### config.mk
export PLATFORM = sky130hd
export DESIGN_NAME = fetch_unit
export DESIGN_NICKNAME = d
export VERILOG_FILES = /design/src/rtl/fetch_unit.sv
export SDC_FILE = /design/constraint.sdc
export NUM_CORES = 1
export LEC_CHECK = 0
export CAP_MARGIN = 20
export CORE_UTILIZATION = 49
export CTS_CLUSTER_SIZE = 40
export DETAILED_ROUTE_END_ITERATION = 12
export PLACE_DENSITY = 0.77
export SLEW_MARGIN = 20
export SYNTH_ARGS = -nofsm -noshare
export SYNTH_HDL_FRONTEND = slang
export SYNTH_SLANG_ARGS = --single-unit
export TNS_END_PERCENT = 50
### constraint.sdc
create_clock -name clk -period 8.9 [get_ports clk]
set_input_delay 1.78 -clock clk [delete_from_list [all_inputs] [get_ports clk]]
set_output_delay 1.78 -clock clk [all_outputs]
set_load 0.01 [all_outputs]
### src/rtl/fetch_unit.sv
// fetch_unit: instruction fetch stage with the IF/ID pipeline register.
//
// Holds the fetch PC and issues one instruction-memory request per
// instruction. Tracks a response that is still outstanding when a redirect
// arrives (DISCARD), and holds a fetched word that ID cannot accept yet
// (WAIT_ID).
//
// Ports:
//   clk, rst            clock, asynchronous active-high reset
//   next_pc             next-PC mux output (pc_plus4 or branch target)
//   redirect            branch/jump taken (also the next-PC mux select)
//   stall               ID hazard stall, IF/ID holds
//   flush               invalidate IF/ID
//   imem_req/imem_addr  instruction memory request and byte address
//   imem_ack/imem_rdata single-cycle memory response and data
//   pc, pc_plus4        current fetch PC and pc+4
//   ifid_instr/ifid_pc4/ifid_valid  IF/ID pipeline register
module fetch_unit #(
  parameter logic [31:0] RESET_PC = 32'h00000000
) (
  input  logic        clk,
  input  logic        rst,
  input  logic [31:0] next_pc,
  input  logic        redirect,
  input  logic        stall,
  input  logic        flush,
  output logic        imem_req,
  output logic [31:0] imem_addr,
  input  logic        imem_ack,
  input  logic [31:0] imem_rdata,
  output logic [31:0] pc,
  output logic [31:0] pc_plus4,
  output logic [31:0] ifid_instr,
  output logic [31:0] ifid_pc4,
  output logic        ifid_valid
);

  typedef enum logic [1:0] {
    FETCH   = 2'd0,
    WAIT_ID = 2'd1,
    DISCARD = 2'd2
  } state_t;

  state_t      state_r;
  logic [31:0] pc_r;
  logic [31:0] target_r;
  logic [31:0] buf_instr_r;
  logic [31:0] buf_pc4_r;
  logic [31:0] ifid_instr_r;
  logic [31:0] ifid_pc4_r;
  logic        ifid_valid_r;

  // pc_r is not advanced while a response is outstanding or buffered, so it
  // doubles as the frozen request address in DISCARD.
  assign pc         = pc_r;
  assign pc_plus4   = pc_r + 32'd4;
  assign imem_addr  = pc_r;
  // Gated by rst so a request in flight is dropped the instant reset asserts.
  assign imem_req   = ~rst & (state_r != WAIT_ID);
  assign ifid_instr = ifid_instr_r;
  assign ifid_pc4   = ifid_pc4_r;
  assign ifid_valid = ifid_valid_r;

  // Fetch FSM, PC, redirect target, holding buffer and IF/ID register.
  always_ff @(posedge clk or posedge rst) begin
    if (rst) begin
      state_r      <= FETCH;
      pc_r         <= RESET_PC;
      target_r     <= 32'd0;
      buf_instr_r  <= 32'd0;
      buf_pc4_r    <= 32'd0;
      ifid_instr_r <= 32'd0;
      ifid_pc4_r   <= 32'd0;
      ifid_valid_r <= 1'b0;
    end else begin
      case (state_r)
        FETCH: begin
          if (imem_ack) begin
            if (redirect) begin
              // Fetched word is on the wrong path: drop it.
              pc_r <= next_pc;
              if (!stall) ifid_valid_r <= 1'b0;
            end else if (!stall) begin
              ifid_instr_r <= imem_rdata;
              ifid_pc4_r   <= pc_plus4;
              ifid_valid_r <= 1'b1;
              pc_r         <= next_pc;
            end else begin
              // ID is busy: park the word until the stall clears.
              buf_instr_r <= imem_rdata;
              buf_pc4_r   <= pc_plus4;
              state_r     <= WAIT_ID;
            end
          end else begin
            // The request must complete before the target can be fetched.
            if (redirect) begin
              target_r <= next_pc;
              state_r  <= DISCARD;
            end
            if (!stall) ifid_valid_r <= 1'b0;
          end
        end
        WAIT_ID: begin
          if (redirect) begin
            pc_r    <= next_pc;
            state_r <= FETCH;
            if (!stall) ifid_valid_r <= 1'b0;
          end else if (!stall) begin
            ifid_instr_r <= buf_instr_r;
            ifid_pc4_r   <= buf_pc4_r;
            ifid_valid_r <= 1'b1;
            pc_r         <= next_pc;
            state_r      <= FETCH;
          end
        end
        DISCARD: begin
          // The most recent redirect wins, including one in the ack cycle.
          if (redirect) target_r <= next_pc;
          if (imem_ack) begin
            pc_r    <= redirect ? next_pc : target_r;
            state_r <= FETCH;
          end
          if (!stall) ifid_valid_r <= 1'b0;
        end
        default: begin
          state_r      <= FETCH;
          ifid_valid_r <= 1'b0;
        end
      endcase
      // Flush beats stall and any load in the same edge.
      if (flush) ifid_valid_r <= 1'b0;
    end
  end

endmodule

Yosys cells after proc, flatten, opt, wreduce, memory -nomap -nowiden
Index checks and enable logic that the tools add are counted.
{"block": "op_classes", "add_sub_neg": 1, "bitwise": 3, "muxes": 34, "n_reduce_logical": 9, "eq_ne": 14}
{"cell": "2-to-1 mux 32 bit", "count": 16}
{"cell": "case mux 32 bit (2 select lines)", "count": 3}
{"cell": "case mux 32 bit (3 select lines)", "count": 1}
{"cell": "adder 32 x 3 -> 32 bit (second input constant)", "count": 1}
{"cell": "2-to-1 mux 2 bit", "count": 7}
{"cell": "!= test 2 bit (second input constant)", "count": 7}
{"cell": "!= test 3 bit (second input constant)", "count": 4}
{"cell": "case mux 2 bit (3 select lines)", "count": 1}
{"cell": "AND reduction 6 bit", "count": 1}
{"cell": "2-to-1 mux 1 bit", "count": 5}
{"cell": "AND reduction 5 bit", "count": 1}
{"cell": "AND reduction 4 bit", "count": 1}
{"cell": "nonzero test 2 bit", "count": 2}
{"cell": "case mux 1 bit (3 select lines)", "count": 1}
{"cell": "AND reduction 3 bit", "count": 1}
{"cell": "nonzero test 3 bit", "count": 1}
{"cell": "equality test 2 x 1 -> 1 bit (second input constant)", "count": 1}
{"cell": "equality test 2 bit (second input constant)", "count": 1}
{"cell": "logical NOT 2 bit", "count": 1}
{"cell": "!= test 2 x 1 -> 1 bit (second input constant)", "count": 1}
{"cell": "NOT 1 bit", "count": 2}
{"cell": "AND reduction 2 bit", "count": 1}
{"cell": "bitwise AND 1 bit", "count": 1}
{"block": "totals", "out_inout_bits": 162, "regBits": 195}

Longest topological paths before layout
{"block": "logic_depth", "word_depth": 5, "ltp_mapped": 7}

Worst setup path before layout
OpenSTA, ideal clock, no wires.
{"block": "synth_timing", "kind": "input -> output", "startpoint": "input rst", "endpoint": "output imem_req", "path_slack_ps": 5171, "stages": 1, "arrival_ps": 1949, "path_cell_list": "nor2_1"}
{"block": "synth_via", "elab_chain_cells": 2}
{"element": "start, declared", "line": "22", "rtl": "input logic rst,"}
{"element": "NOT 1 bit", "line": "59", "rtl": "assign imem_req = ~rst & (state_r != WAIT_ID);"}
{"element": "bitwise AND 1 bit", "line": "59"}
{"element": "end, declared", "line": "27", "rtl": "output logic imem_req,"}
Every way passes these cells.

Final worst setup path
{"block": "layout_timing", "startpoint": "register pc_r[7] (netlist: imem_addr[7])", "endpoint": "output pc_plus4[25]"}
{"block": "layout_via", "elab_chain_cells": 1}
{"element": "start, declared", "line": "45", "rtl": "logic [31:0] pc_r;"}
{"element": "start signal, assigned", "line": "81", "rtl": "pc_r <= next_pc;"}
{"element": "start signal, assigned", "line": "87", "rtl": "pc_r <= next_pc;"}
{"element": "start signal, assigned", "line": "105", "rtl": "pc_r <= next_pc;"}
{"element": "adder 32 x 3 -> 32 bit", "line": "56", "rtl": "assign pc_plus4 = pc_r + 32'd4;"}
{"element": "end, declared", "line": "32", "rtl": "output logic [31:0] pc_plus4,"}
Every way passes these cells.

==> out/qor.yml <==
outcome: "completed"
syn_nets: 938
tightest_slew_ns: 0.868
track_usage: 0.237
cap_violations: 0
worstPathRequired_ns: 7.12
rsz0062_at_grt: "false"
ctsHtreeMaxLevel: 4
ir_drop_mv: 0.152
drt_iter0_markers: 406
yosysTopAreaCellShare: 0.545
fmax_mhz: 207
slowest_delay_ns: 0.60
max_slew_margin: 0.422
critPathTopFamily: "simple AND/OR/NAND/NOR gates"
place.gp.congestion: 0.832
cp_max_fo: 11
finalSetupTns_ns: 0
nets: 1111
clk_pin_slew_worst_paths_ns: 0.07
cts_setup_buffers: 0
synth_warnings: 0
grt_pass1_vias: 6435
cts_sinks: 195
firstDrtPassIters: 5
finalNonFillerCells: 1282
avgViaCountPerCell: 5.32
crit_buf_inv: 1
synthTopCellsByCount: "dfrtp_1, nand2_1, mux2_2, o21ai_0, nor2_1"
dpl_cell_area_mm2: 0.0112
synth_top_area_cell: "dfrtp_1"
yosysUniqueCellTypes: 40
synth.top_cells.by_area: "dfrtp_1, mux2_2, nand2_1"
netlist_area_mm2: 0.00895
syn_area_per_cell_um2: 10.3
final_core_util: 0.654
die_area_mm2: 0.0188
hold_viol: 0
hold_slack_ns: 0.473
antenna_found_initial: 0
critPathLaunch: "imem_addr[7]"
hp-class: "reg -> reg"
port_buffers: 231
wl_um: 21900
cts_buffers: 17
finClkSkew_ns: 0.0100
period_share: 0.543
num_rows: 49
postCtsHoldBufs: 0
dp.cells: 1250
drive_above_1_share: 0.127
end_kind: "primary output"
dpl.hpwl_um: 15000
p_per_area_mw_per_mm2: 235
final-setup-viol-count: 0
maxSlewViolCount: 0
area_delta_synth_final_pct: 31.3
ios: 232
ys_ff_latch: 195
arrival_ns: 3.06
critPathSlowestCell: "nor3_1"
crit_chain: "nand4_1 > nor3_1 > nand4_1 > xnor2_1 > clkdlybuf4s50_1"
cts-root-buf: "clkbuf_16"
async_flop_share: 1.00
synth_flop_cell: "dfrtp_1"
synth_most_common_cell: "dfrtp_1"
clk_path_buf_depth: 2
postRouteAntennaNets: 0
cts_resized: 0
finalPower_mw: 2.77
min-delay-start: "buf_pc4_r[11]"
vias: 6824
crit_type: "reg -> out"
cts_tree: "built"
grt_pass1_wl_um: 33900
place_ws_ns: 4.10
r2r_start: "state_r[1]"
worst_path_most_repeated_cell: "nand4_1"
netlist_instances: 867
grt_max_degree: 113
period_needed_ns: 4.84
design_area_mm2: 0.0118
grt-ovfl-total: 0
p_leak_nw: 4.93
coreArea_mm2: 0.0180
synth_edf_count: 0
diodes: 0
clock_latency_ns: 0.42
wl_per_cell_um: 17.1
die_h_um: 137
initial_utilization: 0.498
route.detailed.drc: 0
die_width_um: 137
num-fill-cells: 1469
timing.final.ws_setup_ns: 4.06
ys_seq_area_frac: 0.545
startpoint_type: "flop"
kinds of logic after synthesis:
logic type	count (synthesis)	share of synthesized area
compound gates	140	0.0869
xor+xnor	23	0.0225
fa+ha+maj	1	0.00140
buf+inv	104	0.0593
flops	195	0.545
mux	119	0.145
simple gates	285	0.140
area by class of cell:
| cell class | count | area, um^2 | area share |
|---|---|---|---|
| Timing Repair Buffer | 241 | 2390 | 0.203 |
| Clock inverter | 12 | 121 | 0.0103 |
| Inverter | 17 | 71.3 | 0.00607 |
| Clock buffer | 20 | 437 | 0.0372 |
| Tap cell | 229 | 287 | 0.0244 |
| Sequential cell | 195 | 4880 | 0.415 |
| Multi-Input combinational cell | 568 | 3570 | 0.303 |
cell usage in the layout (no fill, tap or decap), types with 6 or more instances in the layout:
master	Yosys	final
a21oi_1	11	11
a31oi_1	37	37
and3_1	8	8
buf_4	34	9
clkbuf_16	0	17
clkdlybuf4s50_1	0	231
dfrtp_1	195	195
inv_1	17	16
mux2_2	83	83
mux2i_1	35	35
nand2_1	150	150
nand3_1	17	17
nand4_1	8	8
nor2_1	58	57
nor3_1	14	14
nor4_1	7	7
o21ai_0	79	79
o22ai_1	6	6
xnor2_1	8	8
xor2_1	15	15
worst reg2reg max path: cells and delay by family, from the launching register on:
kind,cells,cell delay [ns]
buffers and inverters,1,0.79
AOI/OAI and AO/OA,1,0.28
DFF,1,0.51
and+or+nand+nor,2,1.04
worst paths after layout:
kind	endpoint	slack [ns]	cells past startpoint
min in group asynchronous	ifid_instr[13]	1.94	2
max in group asynchronous	buf_pc4_r[7]	5.70	3
hold / removal	buf_pc4_r[11]	0.47	2
setup / recovery	pc_plus4[25]	4.06	5
hold reg to reg	buf_pc4_r[11]	0.47	2
setup reg to reg	ifid_pc4[15]	6.20	4
where the power goes:
| part | switching, mW | internal [mW] |
|---|---|---|
| Sequential | 0.149 | 1.10 |
| Combinational | 0.341 | 0.447 |
| Clock | 0.343 | 0.392 |
routing by layer:
layer / vias up / track usage / routed length (um)
met5: - / 0 / 0
met4: 0 / 0.0757 / 415
met3: 27 / 0.0467 / 1350
met2: 221 / 0.380 / 10400
met1: 3279 / 0.322 / 9800
li1: 3297 / - / -
sequential cells by signal, summed over array words and instances (netlist names):
signal,count
buf_instr_r,32
ifid_valid,1
ifid_instr,32
target_r,32
state_r,2
imem_addr,32
buf_pc4_r,32
ifid_pc4,32
No activity file was read; power rests on OpenSTA's default activity.
==> RTL edit (same settings) <==
Reset style: synchronous (`rst`), changed in one clocked block. Comments in the files are not updated.
--- a/src/rtl/fetch_unit.sv
+++ b/src/rtl/fetch_unit.sv
@@ -63,5 +63,5 @@
 
   // Fetch FSM, PC, redirect target, holding buffer and IF/ID register.
-  always_ff @(posedge clk or posedge rst) begin
+  always_ff @(posedge clk) begin
     if (rst) begin
       state_r      <= FETCH;
Function: not settled (the Yosys comparison gave no result); the edit may change what the design does.
==> RTL edit against the original RTL <==
Synthesized area down 4.5%; setup slack got worse by 0.053 ns; cell area is 4.9% lower; sequential cell count did not move; die area shrank 4.5%; routed wire length rose by 6.3%.
Power is not compared: it rests on default switching activity, and its combinational part moved more than twofold at a synthesized area within 25%.
==> RTL edit: results (changes against the original RTL) <==
status complete, no violations (unchanged); XOR/XNOR share of the synthesized area 0.0256 (was 0.0225); pre-CTS setup slack 4.08 ns (was 4.10 ns); share of post-route cells with drive strength above 1 0.0494 (was 0.127); wirelength, routed 23.3 mm (was 21.9 mm); Clock Network Area Fraction 0.0525 (was 0.0475); grt met2 use 0.401 (was 0.380); area grow syn2layout 30.8% (was 31.3%); Post-Syn Instances 1060 (was 867); Area after DPL 0.0106 mm² (was 0.0112 mm²); DR vias/cell 5.49 (was 5.32); M1 WL 10.3 mm (was 9.80 mm); Multi-input gate area 0.00395 mm² (was 0.00357 mm²); multi-input gate share of total cell area 0.353 (was 0.303); worst setup path startpoint imem_addr[2] (was imem_addr[7]); multi-input gates 725 (was 568); Hold Path Sink target_r[29] (was buf_pc4_r[11]); fmax 205 MHz (was 207 MHz); number of global-route vias before repair 7080 (was 6435); flip-flop and latch count 195 (unchanged); gr usage total 0.263 (was 0.237); RD Place Congestion 0.822 (was 0.832); met3 GRT Util 0.0741 (was 0.0467); HPWL after detailed placement 15.4 mm (was 15.0 mm); Post-synth ARST share 0 (was 1.00); Worst R2R Path Depth 5 (was 4); Seq/Total Area, Yosys 0.457 (was 0.545); post-synthesis adder-cell area fraction 0.00146 (was 0.00140); fin util 0.665 (was 0.654); Signal buf overhead 0.214 (was 0.203); count of different cell masters after synthesis 48 (was 40); ranking of synthesized cells by area dfxtp_1 (46%), nand2_1 (10%), a21oi_1 (5.7%) (was dfrtp_1 (55%), mux2_2 (10%), nand2_1 (6.3%)); metal2 WL 10.4 mm (about the same); Detailed Route Iter0 Violations 518 (was 406); largest net degree at the start of global routing 104 (was 113); worst-path maximum fanout 10 (was 11); crit path to pc_plus4[26] (was pc_plus4[25]); reg2reg start state_r[1] (unchanged); Logic inverters 21 (was 17); flop2flop setup slack 6.35 ns (was 6.20 ns); Tightest Pin Transition 1.02 ns (was 0.868 ns); Crit Reg-Reg Endpoint buf_pc4_r[29] (was ifid_pc4[15]); sequential cell area share 0.349 (was 0.415); first-pass GRT wire length 37.3 mm (was 33.9 mm); mux contribution to synthesized area 0.0375 (was 0.145); Top FF cell, synth dfxtp_1 (was dfrtp_1); min-delay src target_r[29] (was buf_pc4_r[11]); fillers 1483 (was 1469); top cells by count, synth nand2_1 (234), dfxtp_1 (195), nor2_1 (113) (was dfrtp_1 (195), nand2_1 (150), mux2_2 (83)); fin nets 1272 (was 1111); wire length on met3 2.07 mm (was 1.35 mm)
==> RTL edit: cell types whose count changed after synthesis, sizes merged, moves of 8 or more <==
cell    before  now
a211oi       0   39
clkbuf      38   46
mux2        84    0
a311oi       0   36
dfrtp      195    0
nand2      150  234
o21ai       79   27
dfxtp        0  195
nand4        9   17
nor2        58  114
a21oi       11   97
buf         49   73
a31oi       37    9
==> RTL edit: critical path, cell delays in order, from the launching register on <==
cell	delay, ns
dfxtp_1	0.54
ha_1	0.30
nand4_1	0.25
or2_1	0.31
or3_1	0.33
xor2_1	0.38
inv_1	0.07
clkdlybuf4s50_1	0.48
==> RTL edit: power by group through the flow <==
| stage | registers, mW | clock network (mW) | logic (mW) |
|---|---|---|---|
| final | 0.962 | 0.767 | 0.315 |
| after floorplan | 0.979 | 0 | 0.159 |
| after global routing | 0.969 | 0.817 | 0.341 |
| after global placement | 0.980 | 0 | 0.313 |
| after detailed placement | 0.981 | 0 | 0.315 |
| after CTS | 0.961 | 0.777 | 0.317 |
